$ cat src/rtl/painel_torradeira_pkg.sv
// Shared toaster definitions: FSM state codes, preset limits and the
// seven-segment decoder used by the control panel and the countdown timer.
package painel_torradeira_pkg;

  // State codes are visible on the panel output and decoded by the timer.
  typedef enum logic [1:0] {
    StIdle    = 2'd0,
    StRunning = 2'd1,
    StDone    = 2'd2
  } estado_e;

  localparam int unsigned TempoW       = 4;
  localparam int unsigned TempoMin     = 1;
  localparam int unsigned TempoMax     = 9;
  localparam int unsigned TempoDefault = 5;

  // Active-low segments, bit order {g,f,e,d,c,b,a}.
  function automatic logic [6:0] hex7seg(input logic [3:0] v);
    logic [6:0] seg;
    case (v)
      4'h0:    seg = 7'b1000000;
      4'h1:    seg = 7'b1111001;
      4'h2:    seg = 7'b0100100;
      4'h3:    seg = 7'b0110000;
      4'h4:    seg = 7'b0011001;
      4'h5:    seg = 7'b0010010;
      4'h6:    seg = 7'b0000010;
      4'h7:    seg = 7'b1111000;
      4'h8:    seg = 7'b0000000;
      4'h9:    seg = 7'b0010000;
      4'hA:    seg = 7'b0001000;
      4'hB:    seg = 7'b0000011;
      4'hC:    seg = 7'b1000110;
      4'hD:    seg = 7'b0100001;
      4'hE:    seg = 7'b0000110;
      default: seg = 7'b0001110;
    endcase
    return seg;
  endfunction

endpackage

$ cat src/rtl/painel_torradeira_if.sv
// Panel <-> countdown timer link.
//   tempo_cfg : preset seconds, loaded by the timer on start
//   start     : one-cycle pulse, load tempo_cfg and run
//   abort     : one-cycle pulse, stop the countdown
//   done      : level from the timer, countdown finished
interface painel_torradeira_if;
  import painel_torradeira_pkg::*;

  logic [TempoW-1:0] tempo_cfg;
  logic              start;
  logic              abort;
  logic              done;

  modport master (output tempo_cfg, output start, output abort, input done);
  modport slave  (input tempo_cfg, input start, input abort, output done);
endinterface

$ cat src/rtl/debounce_tecla.sv
// One push-button front end: 2-flop synchronizer, debounce counter and a
// press pulse on the debounced 1->0 transition.
//   clk_i   : clock
//   rst_i   : synchronous active-high reset
//   key_ni  : raw asynchronous button, active-low
//   press_o : one-cycle registered pulse per accepted press
module debounce_tecla #(
  parameter int unsigned DEBOUNCE_CYCLES = 1_000_000
) (
  input  logic clk_i,
  input  logic rst_i,
  input  logic key_ni,
  output logic press_o
);

  localparam int unsigned CntW = $clog2(DEBOUNCE_CYCLES + 1);
  localparam logic [CntW-1:0] CntLast = CntW'(DEBOUNCE_CYCLES - 1);

  logic [1:0]      sync_q, sync_d;
  logic            level_q, level_d;
  logic [CntW-1:0] cnt_q, cnt_d;
  // Arming: a key held through reset must be released before it can fire,
  // so events are enabled only after a debounced released level is seen.
  logic [CntW-1:0] arm_cnt_q, arm_cnt_d;
  logic            armed_q, armed_d;
  logic            press_q, press_d;

  always_comb begin
    sync_d    = {sync_q[0], key_ni};
    level_d   = level_q;
    cnt_d     = '0;
    arm_cnt_d = '0;
    armed_d   = armed_q;
    press_d   = 1'b0;
    if (sync_q[1] != level_q) begin
      if (cnt_q == CntLast) begin
        level_d = sync_q[1];
        if (!sync_q[1]) press_d = armed_q;
        else            armed_d = 1'b1;
      end else begin
        cnt_d = cnt_q + 1'b1;
      end
    end else if (!armed_q && sync_q[1]) begin
      if (arm_cnt_q == CntLast) armed_d = 1'b1;
      else                      arm_cnt_d = arm_cnt_q + 1'b1;
    end
  end

  always_ff @(posedge clk_i) begin
    if (rst_i) begin
      sync_q    <= 2'b11;
      level_q   <= 1'b1;
      cnt_q     <= '0;
      arm_cnt_q <= '0;
      armed_q   <= 1'b0;
      press_q   <= 1'b0;
    end else begin
      sync_q    <= sync_d;
      level_q   <= level_d;
      cnt_q     <= cnt_d;
      arm_cnt_q <= arm_cnt_d;
      armed_q   <= armed_d;
      press_q   <= press_d;
    end
  end

  assign press_o = press_q;

endmodule

$ cat src/rtl/painel_torradeira.sv
// Toaster control panel: debounced keys set the preset, start/cancel the
// cook cycle and drive the heater and the timer handshake.
//   CLOCK_50, reset  : clock, synchronous active-high reset
//   KEY_*            : raw active-low push-buttons
//   tmr              : timer link (tempo_cfg, start, abort out; done in)
//   heater           : heating element, high only while running
//   estado           : state code (0 idle, 1 running, 2 done)
//   HEX_TEMPO        : active-low seven-segment view of tempo_cfg
module painel_torradeira
  import painel_torradeira_pkg::*;
#(
  parameter int unsigned DEBOUNCE_CYCLES = 1_000_000,
  parameter int unsigned DEFAULT_TEMPO   = TempoDefault,
  parameter int unsigned MAX_TEMPO       = TempoMax
) (
  input  logic                 CLOCK_50,
  input  logic                 reset,
  input  logic                 KEY_UP,
  input  logic                 KEY_DOWN,
  input  logic                 KEY_START,
  input  logic                 KEY_CANCEL,
  painel_torradeira_if.master  tmr,
  output logic                 heater,
  output logic [1:0]           estado,
  output logic [6:0]           HEX_TEMPO
);

  localparam logic [TempoW-1:0] TempoDef = TempoW'(DEFAULT_TEMPO);
  localparam logic [TempoW-1:0] TempoHi  = TempoW'(MAX_TEMPO);
  localparam logic [TempoW-1:0] TempoLo  = TempoW'(TempoMin);

  logic [3:0] keys_n;
  logic [3:0] ev;  // {cancel, start, down, up}

  assign keys_n = {KEY_CANCEL, KEY_START, KEY_DOWN, KEY_UP};

  for (genvar i = 0; i < 4; i++) begin : g_key
    debounce_tecla #(
      .DEBOUNCE_CYCLES(DEBOUNCE_CYCLES)
    ) u_debounce (
      .clk_i  (CLOCK_50),
      .rst_i  (reset),
      .key_ni (keys_n[i]),
      .press_o(ev[i])
    );
  end

  logic ev_up, ev_down, ev_start, ev_cancel;
  assign ev_up     = ev[0];
  assign ev_down   = ev[1];
  assign ev_start  = ev[2];
  assign ev_cancel = ev[3];

  estado_e           state_q;
  logic [TempoW-1:0] tempo_q;
  logic              start_q, abort_q, heater_q;

  always_ff @(posedge CLOCK_50) begin
    if (reset) begin
      state_q  <= StIdle;
      tempo_q  <= TempoDef;
      start_q  <= 1'b0;
      abort_q  <= 1'b0;
      heater_q <= 1'b0;
    end else begin
      start_q <= 1'b0;
      abort_q <= 1'b0;
      case (state_q)
        StIdle: begin
          // START takes priority; simultaneous UP/DOWN cancel each other.
          if (ev_start) begin
            start_q  <= 1'b1;
            heater_q <= 1'b1;
            state_q  <= StRunning;
          end else if (ev_up && !ev_down) begin
            if (tempo_q < TempoHi) tempo_q <= tempo_q + 1'b1;
          end else if (ev_down && !ev_up) begin
            if (tempo_q > TempoLo) tempo_q <= tempo_q - 1'b1;
          end
        end
        StRunning: begin
          // Completion wins over a same-cycle cancel.
          if (tmr.done) begin
            heater_q <= 1'b0;
            state_q  <= StDone;
          end else if (ev_cancel) begin
            abort_q  <= 1'b1;
            heater_q <= 1'b0;
            state_q  <= StIdle;
          end
        end
        StDone: begin
          if (|ev) state_q <= StIdle;
        end
        default: begin
          heater_q <= 1'b0;
          state_q  <= StIdle;
        end
      endcase
    end
  end

  assign tmr.tempo_cfg = tempo_q;
  assign tmr.start     = start_q;
  assign tmr.abort     = abort_q;
  assign heater        = heater_q;
  assign estado        = state_q;
  assign HEX_TEMPO     = hex7seg(tempo_q);

endmodule

$ cat src/flat_wrapper.sv
// flat-port wrapper written by rule: the top's interface ports become plain ports
module painel_torradeira_flat import painel_torradeira_pkg::*;
#(
  parameter int unsigned DEBOUNCE_CYCLES = 1_000_000,
  parameter int unsigned DEFAULT_TEMPO   = TempoDefault,
  parameter int unsigned MAX_TEMPO       = TempoMax
)
  (CLOCK_50, reset, KEY_UP, KEY_DOWN, KEY_START, KEY_CANCEL, heater, estado, HEX_TEMPO, tmr_tempo_cfg, tmr_start, tmr_abort, tmr_done);
  painel_torradeira_if tmr_i ();
  input  logic CLOCK_50;
  input  logic reset;
  input  logic KEY_UP;
  input  logic KEY_DOWN;
  input  logic KEY_START;
  input  logic KEY_CANCEL;
  output logic heater;
  output logic [1:0] estado;
  output logic [6:0] HEX_TEMPO;
  output wire logic [$bits(tmr_i.tempo_cfg)-1:0] tmr_tempo_cfg;
  output wire logic [$bits(tmr_i.start)-1:0] tmr_start;
  output wire logic [$bits(tmr_i.abort)-1:0] tmr_abort;
  input wire logic [$bits(tmr_i.done)-1:0] tmr_done;
  assign tmr_tempo_cfg = tmr_i.tempo_cfg;
  assign tmr_start = tmr_i.start;
  assign tmr_abort = tmr_i.abort;
  assign tmr_i.done = tmr_done;
  painel_torradeira #(.DEBOUNCE_CYCLES(DEBOUNCE_CYCLES), .DEFAULT_TEMPO(DEFAULT_TEMPO), .MAX_TEMPO(MAX_TEMPO)) u_core (.CLOCK_50(CLOCK_50), .reset(reset), .KEY_UP(KEY_UP), .KEY_DOWN(KEY_DOWN), .KEY_START(KEY_START), .KEY_CANCEL(KEY_CANCEL), .tmr(tmr_i), .heater(heater), .estado(estado), .HEX_TEMPO(HEX_TEMPO));
endmodule
$ cat config.mk
export PLATFORM = sky130hd
export DESIGN_NAME = painel_torradeira_flat
export DESIGN_NICKNAME = d
export VERILOG_FILES = /design/src/rtl/painel_torradeira_pkg.sv /design/src/rtl/painel_torradeira_if.sv /design/src/rtl/debounce_tecla.sv /design/src/rtl/painel_torradeira.sv /design/src/flat_wrapper.sv
export SDC_FILE = /design/constraint.sdc
export NUM_CORES = 1
export LEC_CHECK = 0
export ABC_AREA = 1
export CAP_MARGIN = 10
export CORE_MARGIN = 4
export CORE_UTILIZATION = 36
export DETAILED_ROUTE_END_ITERATION = 10
export GPL_ROUTABILITY_DRIVEN = 0
export GPL_TIMING_DRIVEN = 0
export RECOVER_POWER = 50
export SYNTH_ARGS = -nofsm -noshare
export SYNTH_HDL_FRONTEND = slang
export SYNTH_HIERARCHICAL = 1
export SYNTH_SLANG_ARGS = --single-unit
export TNS_END_PERCENT = 30
$ cat constraint.sdc
create_clock -name CLOCK_50 -period 5.35 [get_ports CLOCK_50]
set_input_delay 1.07 -clock CLOCK_50 [delete_from_list [all_inputs] [get_ports CLOCK_50]]
set_output_delay 1.07 -clock CLOCK_50 [all_outputs]
set_load 0.02 [all_outputs]
==> flow_summary.yaml, run 1 <==
outcome:
  outcome: "finished clean"
setup_path:
  critPathKind: "input pin to flop"
  ff2ff_path_depth: 15
  timing.rr.end: "u_core/HEX_TEMPO[3]"
  rrSetupSlack_ps: 2800
  required_ps: 5730
  cp-start-kind: "input pin"
  worstPathArrival_ps: 3660
  cp_max_fo: 21
  crit_path_end_kind: "flop"
  r2r_start: "u_core/tmr.tempo_cfg[0]"
routing:
  drt_iter0_markers: 501
  routed_wl_microns: 20420
  antenna_left: 0
  wire_per_inst_microns: 10.38
  vias: 8880
  drc: 0
  vias_per_cell: 4.514
  drtPass1Iterations: 5
logic_synthesis:
  synthCells: 1536
  avgSynthCellArea_sq_um: 6.759
  synth_cell_types: 32
  synth_enable_flop_cells: 0
  synth_most_common_cell: "nand2_1"
  async_flop_share_pct: 0
  seq_area_frac_synth_pct: 37.79
  ys.flop_type: "dfxtp_1"
  yosys.area.top_type_share_pct: 37.79
  synth_seq_cells: 196
  yosys.area.top_type: "dfxtp_1"
  synthesis.area_sq_um: 10380
  yosysWarnings: 6
  synth.area.top_cells: "dfxtp_1, nand2_1, nor2_1, inv_1, xor2_1"
  synth_nets: 1566
  synthTopCellsByCount: "nand2_1, nor2_1, dfxtp_1"
finish:
  utilization_pct: 41.32
  design_area_sq_um: 11610
  finalNetCount: 1607
  num_antenna_cells: 0
  multi_input_comb_area_sq_um: 5653
  drive_gt1_share_pct: 7.867
  regArea_sq_um: 3924
  fill_cells: 2992
  synthToLayoutAreaGrowth_pct: 11.79
clocking:
  cts_inserted_buffers: 17
  cts.sinks: 196
  cts.repair.resized: 0
  postCtsHoldBufs: 0
  path_clk_slew_ps: 70
  cts_setup_buffers: 0
  clk_latency_ps: 430
  htree_levels: 4
  cts_tree: "done"
  max-clock-path-buffers: 2
  root_buffer: "clkbuf_16"
pwr:
  switching_share_pct: 21.51
  switchingPower_uw: 618.8
  clock_power_share_pct: 46.1
  seqPwrFrac_pct: 51.4
  comb_power_share_pct: 2.5
  power_density_nw_per_um2: 247.9
  power_leakage_nw: 4.044
  p_int_mw: 2.258
  ir_worst_vdd_uv: 210.7
die:
  die-area_sq_um: 31620
  rows: 61
  ios: 23
  start_util_pct: 36.97
  core-area_sq_um: 28090
  die_y_microns: 177.8
  die_w_microns: 177.8
timing:
  period_minus_slack_ps: 3283
  finClkSkew_ps: 10.69
  fmax_ghz: 0.3046
  whs_ps: 409.1
  finalHoldViolCount: 0
  maxSlewHeadroom_pct: 30.94
  setup_tns_ps: 0
  rsz0062_at_grt: "false"
  finalSetupViolations: 0
  worst_pin_slew_ps: 1033
  drv_slew: 0
  fin_crit_sh_pct: 61.36
min_path:
  hold-path-cell-count: 1
  holdCritPathClass: "flop to flop"
  min_to: "u_core/g_key[2].u_debounce/sync_q[1]"
  worst_hold_startpoint: "u_core/g_key[2].u_debounce/sync_q[0]"
global_routing:
  grt_util_all_layers_pct: 13.55
  antenna_found_initial: 0
  grt_start_max_net_pins: 22
  grt_pass1_wl_microns: 36410
  grt_pass1_vias: 8244
  grt-ovfl-total: 0
flow_run:
  cap_violations: 0
place:
  hpwl_microns: 15380
  placed_cell_area_sq_um: 11080
  portBuffers: 22
==> worst max-delay path, stage by stage <==
cell and delay, ps:
dlygate4sd3_1 1210, clkbuf_1 420, clkinv_1 360, nand3_2 200, buf_6 150, nand2_1 50, nand2_1 90, nand2_1 50
nand2_1 50
==> metal layers <==
metal	GRT usage, %	up-vias	wire, microns
met5	0	-	0
met4	4.351	0	305
met3	2.109	22	597
met2	22.76	94	9254
met1	17.88	3919	10260
li1	-	4845	-
==> through the flow <==
| stage | std cells | setup slack, ps | total power, mW |
|---|---|---|---|
| 2_1_floorplan | 1536 | 3092 | 1.565 |
| 3_3_place_gp | 1936 | 1774 | 1.588 |
| 3_5_place_dp | 1936 | 1697 | 1.590 |
| 4_1_cts | 1967 | 2159 | 2.933 |
| 5_1_grt | 1967 | 1818 | 2.988 |
| 6_report | 1967 | 2067 | 2.877 |
==> kinds of logic (layout without fill, tap and decap cells) <==
logic type / Yosys count / count (layout) / share of synthesized area [%]
flops: 196 / 196 / 37.79
buf+inv: 180 / 233 / 7.460
compound gates: 53 / 53 / 2.856
fa+ha+maj: 23 / 23 / 2.772
xor+xnor: 84 / 84 / 7.086
simple gates: 1000 / 1000 / 42.03
==> layout make-up <==
| cell class | instances | share of cell area (%) |
|---|---|---|
| multi-input cells | 1160 | 48.71 |
| repair buffers | 22 | 1.897 |
| clock inverters | 10 | 1.272 |
| inverters | 162 | 5.239 |
| well taps | 378 | 4.075 |
| clock buffers | 21 | 3.967 |
| plain buffers | 18 | 1.035 |
| flip-flops and latches | 196 | 33.81 |
==> state kept, by name (all words and copies together) (netlist names) <==
| register | flops |
|---|---|
| u_core/g_key.u_debounce/arm_cnt_q | 80 |
| u_core/g_key.u_debounce/cnt_q | 80 |
| u_core/g_key.u_debounce/sync_q | 8 |
| u_core/HEX_TEMPO | 7 |
| u_core/g_key.u_debounce/armed_q | 4 |
| u_core/g_key.u_debounce/level_q | 4 |
| u_core/g_key.u_debounce/press_o | 4 |
| u_core/tmr.tempo_cfg | 4 |
| u_core/estado | 2 |
| u_core/heater | 1 |
| u_core/tmr.abort | 1 |
| u_core/tmr.start | 1 |
==> worst max path at each step <==
stage / start / to / slack [ps] / cells after the start
2_1_floorplan: u_core/tmr.tempo_cfg[0] / u_core/HEX_TEMPO[0] / 3090 / 15
5_1_grt: reset / u_core/HEX_TEMPO[1] / 1820 / 9
3_5_place_dp: reset / u_core/HEX_TEMPO[3] / 1700 / 9
3_3_place_gp: reset / u_core/HEX_TEMPO[0] / 1770 / 9
4_1_cts: reset / u_core/HEX_TEMPO[3] / 2160 / 9
6_report: reset / u_core/HEX_TEMPO[1] / 2070 / 9
==> layout by cell type, fill, tap and decap left out, types with 18 or more instances in the layout <==
master and n:
nand3_1 84, a21oi_1 35, inv_1 149, nor2_1 364, nor2_2 18, dfxtp_1 196, ha_1 23, xnor2_1 28
nand2_1 408, xor2_1 56, nand4_1 39
==> power groups by stage <==
stage                     Sequential [mW]  Combinational, mW  Clock, mW
final                                1.48             0.0709       1.33
after global routing                 1.48             0.0807       1.43
after CTS                            1.48             0.0778       1.38
after detailed placement             1.51             0.0772          0
after global placement               1.51             0.0759          0
after floorplan                      1.51             0.0541          0
(Power assumes the default switching activity.)
==> run 2: changes to the inputs <==
clock period = 3.3 ns   (was 5.35 ns; I/O delays follow)
==> run 2 against run 1 <==
- sequential share of layout area barely moved
- setup slack worse by 1500 ps
- critical path depth stayed put
- critical endpoint is now u_core/HEX_TEMPO[3]
- final cell count unchanged
- non-clock buffer count stayed put
- critical path type unchanged
- first-iteration DRC count grew 2.2%
- clock power rose by 62%
==> flow_summary.yaml, run 2 (same netlist as run 1, synthesis figures left out) <==
global_routing:
  top_usage_layer: "met2"
  grt_use_met3_pct: 2.109
  grt_pass1_wl_microns: 36410
  grt-ovfl-total: 0
  met2_usage_pct: 22.76
  grt_start_max_net_pins: 22
  grt_util_all_layers_pct: 13.55
  antenna_found_initial: 0
  met1_usage_pct: 17.88
  grt_pass1_vias: 8244
min_path:
  holdCritPathClass: "flop to flop"
setup_path:
  critPathKind: "input pin to flop"
  required_ps: 3620
  cp-start-kind: "input pin"
  cp_max_fo: 21
  crit_family: "buffers and inverters"
  worstPathArrival_ps: 3070
  crit_chain: "dlygate4sd3_1 -> buf_2 -> nor2_1 -> inv_1 -> ha_1 -> inv_1 -> nand4_1 -> nand3_1 -> nand2_1"
  critPathMaxStageDelay_ps: 900
  crit_top_cell: "inv_1"
  critPathBufInv: 4
  crit_path_end_kind: "flop"
  slowest_stage: "dlygate4sd3_1"
clocking:
  htree_levels: 4
  max-clock-path-buffers: 2
  root_buffer: "clkbuf_16"
  cts.sinks: 196
  path_clk_slew_ps: 70
  cts.repair.resized: 0
  cts_tree: "done"
  cts_inserted_buffers: 17
  clk_latency_ps: 430
  postCtsHoldBufs: 0
  cts_setup_buffers: 0
routing:
  routed_wl_microns: 20410
  antenna_left: 0
  vias_per_cell: 4.507
  drt_iter0_markers: 512
  drtPass1Iterations: 5
  drc: 0
  vias: 8865
  wire_per_inst_microns: 10.37
timing:
  finClkSkew_ps: 10.86
  finalSetupViolations: 0
  finalHoldViolCount: 0
  worst_pin_slew_ps: 1014
  period_minus_slack_ps: 2752
  drv_slew: 0
  rsz0062_at_grt: "false"
  fin_crit_sh_pct: 83.40
  setup_tns_ps: 0
  maxSlewHeadroom_pct: 32.19
  fmax_ghz: 0.3634
flow_run:
  cap_violations: 0
finish:
  synthToLayoutAreaGrowth_pct: 11.80
  num_antenna_cells: 0
  largestRegisters: "u_core/g_key.u_debounce/arm_cnt_q (80), u_core/g_key.u_debounce/cnt_q (80), u_core/g_key.u_debounce/sync_q (8)"
  design_area_sq_um: 11610
  final_cell_mix: "nand2_1, nor2_1, dfxtp_1"
  utilization_pct: 41.33
  drive_gt1_share_pct: 7.930
  layout_commonest_cell: "nand2_1"
  finalNetCount: 1607
  fin_cells: 1967
pwr:
  power_density_nw_per_um2: 401.8
  power_leakage_nw: 4.047
  ir_worst_vdd_uv: 341.4
die:
  die-area_sq_um: 31620
  start_util_pct: 36.97
  die_y_microns: 177.8
  ios: 23
  die_w_microns: 177.8
  rows: 61
  core-area_sq_um: 28090
place:
  placed_cell_area_sq_um: 11080
  portBuffers: 22
  dpl.cell_count: 1936
  hpwl_microns: 15380
outcome:
  outcome: "finished clean"
run 2: per-stage QoR:
step	setup WS, ps	hold slack, ps	power [mW]
2_1_floorplan	1042	389.5	2.538
5_1_grt	297.0	418.5	4.844
3_3_place_gp	133.6	390.8	2.575
6_report	547.9	408.8	4.664
4_1_cts	519.5	413.6	4.755
3_5_place_dp	57.21	393.6	2.578
run 2: final cells by class:
type                       count  area [sq um]
multi-input combinational   1160          5653
sequential                   196          3924
buffer                        18         121.4
inverter                     162         608.1
clock buffer                  21         460.4
timing repair buffer          22         220.2
fill                        2992         16480
clock inverter                10         147.6
tap                          378         473.0
run 2: report_power, final:
part	total (mW)	internal [mW]	switching (mW)	leakage, nW
combinational	0.115	0.0394	0.0756	2.18
sequential	2.40	2.38	0.0147	1.58
clock	2.15	1.24	0.913	0.286
run 2: path summary, 6_finish.rpt:
path	start	end	slack, ps	cells after the start
max reg2reg	u_core/tmr.tempo_cfg[0]	u_core/HEX_TEMPO[3]	750	15
min	u_core/g_key[2].u_debounce/sync_q[0]	u_core/g_key[2].u_debounce/sync_q[1]	410	1
max	reset	u_core/HEX_TEMPO[3]	550	9
min reg2reg	u_core/g_key[2].u_debounce/sync_q[0]	u_core/g_key[2].u_debounce/sync_q[1]	410	1
run 2: metal layers:
layer	share of wire, %	routed length (microns)
met5	0	0
met4	1.5	305
met3	2.8	566
met2	45	9213
met1	51	10320
==> run 3: changes to the inputs <==
clock period = 2.4 ns   (was 3.3 ns; I/O delays follow)
==> run 3 against run 2 <==
- sequential power up 38%
- register-to-register slack got worse by 510 ps
- clock power rose by 38%
- combinational power increased by 37%
- wire length increased by 0.33%
- design area up 0.30%
- worst hold slack worse by 1.4 ps
- non-clock buffer count increased by 2
- sequential cell count unchanged
- total power is 37% higher
- utilization increased by 0.12 points
- critical path type is now flop to flop
- largest cell class unchanged
==> flow_summary.yaml, run 3 (same netlist as run 1, synthesis figures left out) <==
outcome:
  outcome: "finished clean"
clocking:
  cts.sinks: 196
  cts_tree: "done"
  path_clk_slew_ps: 70
  clk_latency_ps: 430
  cts_inserted_buffers: 17
  postCtsHoldBufs: 0
  max-clock-path-buffers: 2
  root_buffer: "clkbuf_16"
  htree_levels: 4
routing:
  vias_per_cell: 4.503
  routed_wl_microns: 20480
  drtPass1Iterations: 5
  antenna_left: 0
  vias: 8866
  drt_iter0_markers: 525
  wire_per_inst_microns: 10.40
  drc: 0
global_routing:
  grt_pass1_wl_microns: 36420
  antenna_found_initial: 0
  grt-ovfl-total: 0
  grt_start_max_net_pins: 22
  grt_util_all_layers_pct: 13.55
  grt_pass1_vias: 8243
finish:
  final_cell_mix: "nand2_1, nor2_1, dfxtp_1"
  regArea_sq_um: 3928
  largestRegisters: "u_core/g_key.u_debounce/arm_cnt_q (80), u_core/g_key.u_debounce/cnt_q (80), u_core/g_key.u_debounce/sync_q (8)"
  finalNetCount: 1609
  fill_cells: 2987
  fin_cells: 1969
  synthToLayoutAreaGrowth_pct: 12.14
  utilization_pct: 41.45
  layout_commonest_cell: "nand2_1"
  num_antenna_cells: 0
  multi_input_comb_area_sq_um: 5674
  drive_gt1_share_pct: 7.605
die:
  die_y_microns: 177.8
  start_util_pct: 36.97
  die_w_microns: 177.8
  core-area_sq_um: 28090
  rows: 61
  ios: 23
  die-area_sq_um: 31620
place:
  hpwl_microns: 15380
  dpl_worst_slack_ps: -662.8
  dpl.cell_count: 1936
  portBuffers: 22
setup_path:
  rrSetupSlack_ps: 240
  cp-start-kind: "flop"
  worstPathArrival_ps: 2480
  cp_max_fo: 5
  critPathKind: "flop to flop"
  crit_path_end_kind: "flop"
  required_ps: 2720
timing:
  worst_pin_slew_ps: 559.2
  finalHoldViolCount: 0
  whs_ps: 407.5
  maxSlewHeadroom_pct: 62.72
  fmax_ghz: 0.4638
  drv_slew: 0
  setup_slack_ps: 244.1
  finalSetupViolations: 0
  period_minus_slack_ps: 2156
  fin_crit_sh_pct: 89.83
  finClkSkew_ps: 11.41
pwr:
  p_total_mw: 6.410
  ir_worst_vdd_uv: 468.2
  power_leakage_nw: 4.050
  power_density_nw_per_um2: 550.6
min_path:
  holdCritPathClass: "flop to flop"
flow_run:
  cap_violations: 0
## run 3: changes by cell type in the layout (fill, tap and decap cells not counted), moves of 2 or more
cell	change
clkdlybuf4s50_1	+14
dlygate4sd3_1	-15
inv_1	+8
inv_2	-8
nand2_1	+3
nand2_2	-3
nor2_1	-2
## run 3: cell type report
class,count,area share [%]
multi-input combinational,1160,48.74
inverter,162,5.223
clock buffer,21,3.955
tap,378,4.062
clock inverter,10,1.268
sequential,196,33.73
timing repair buffer,24,1.977
buffer,18,1.042
## run 3: stage by stage
stage	area, sq um	setup TNS [ps]
after floorplan	10380	0
after global placement	11080	-4410
after detailed placement	11080	-4920
after CTS	11690	0
after global routing	11640	-2.968
final	11640	0
## run 3: layer usage
metal / vias to the layer above / track usage [%] / share of wire [%]
li1: 4847 / - / -
met1: 3921 / 17.89 / 51
met2: 79 / 22.79 / 46
met3: 19 / 2.088 / 2.4
met4: 0 / 4.286 / 1.3
met5: - / 0 / 0
## run 3: path summary, 6_finish.rpt
path                                                           start                              endpoint  cells past startpoint
worst max register to register               u_core/tmr.tempo_cfg[1]                   u_core/HEX_TEMPO[3]                     15
worst min-delay path            u_core/g_key[2].u_debounce/sync_q[0]  u_core/g_key[2].u_debounce/sync_q[1]                      1
worst max-delay path                         u_core/tmr.tempo_cfg[1]                   u_core/HEX_TEMPO[3]                     15
worst min register to register  u_core/g_key[2].u_debounce/sync_q[0]  u_core/g_key[2].u_debounce/sync_q[1]                      1
## run 3: power breakdown
part           internal, mW  switching (mW)
Combinational        0.0518           0.106
Clock                  1.70            1.25
Sequential             3.28          0.0202
Total                  5.03            1.38
## run 3: timing repair
action	CTS	global route
endpoints found under the setup margin	7	7
gates resized for setup	2	6
cloned	0	0
setup buffers	0	2
pin swaps	0	1
## run 3: critical path, cell delays in order, from the launching register on
cell     delay (ps)
dfxtp_1         370
inv_1           100
ha_1            210
inv_1            80
nand2_1          70
nand3_2         130
nand3_4         110
nand2_1          80
nand2_2          90
nor2_4          130
inv_1            80
ha_1            210
inv_1           100
nand4_1         130
nand3_1         100
nand2_1          60
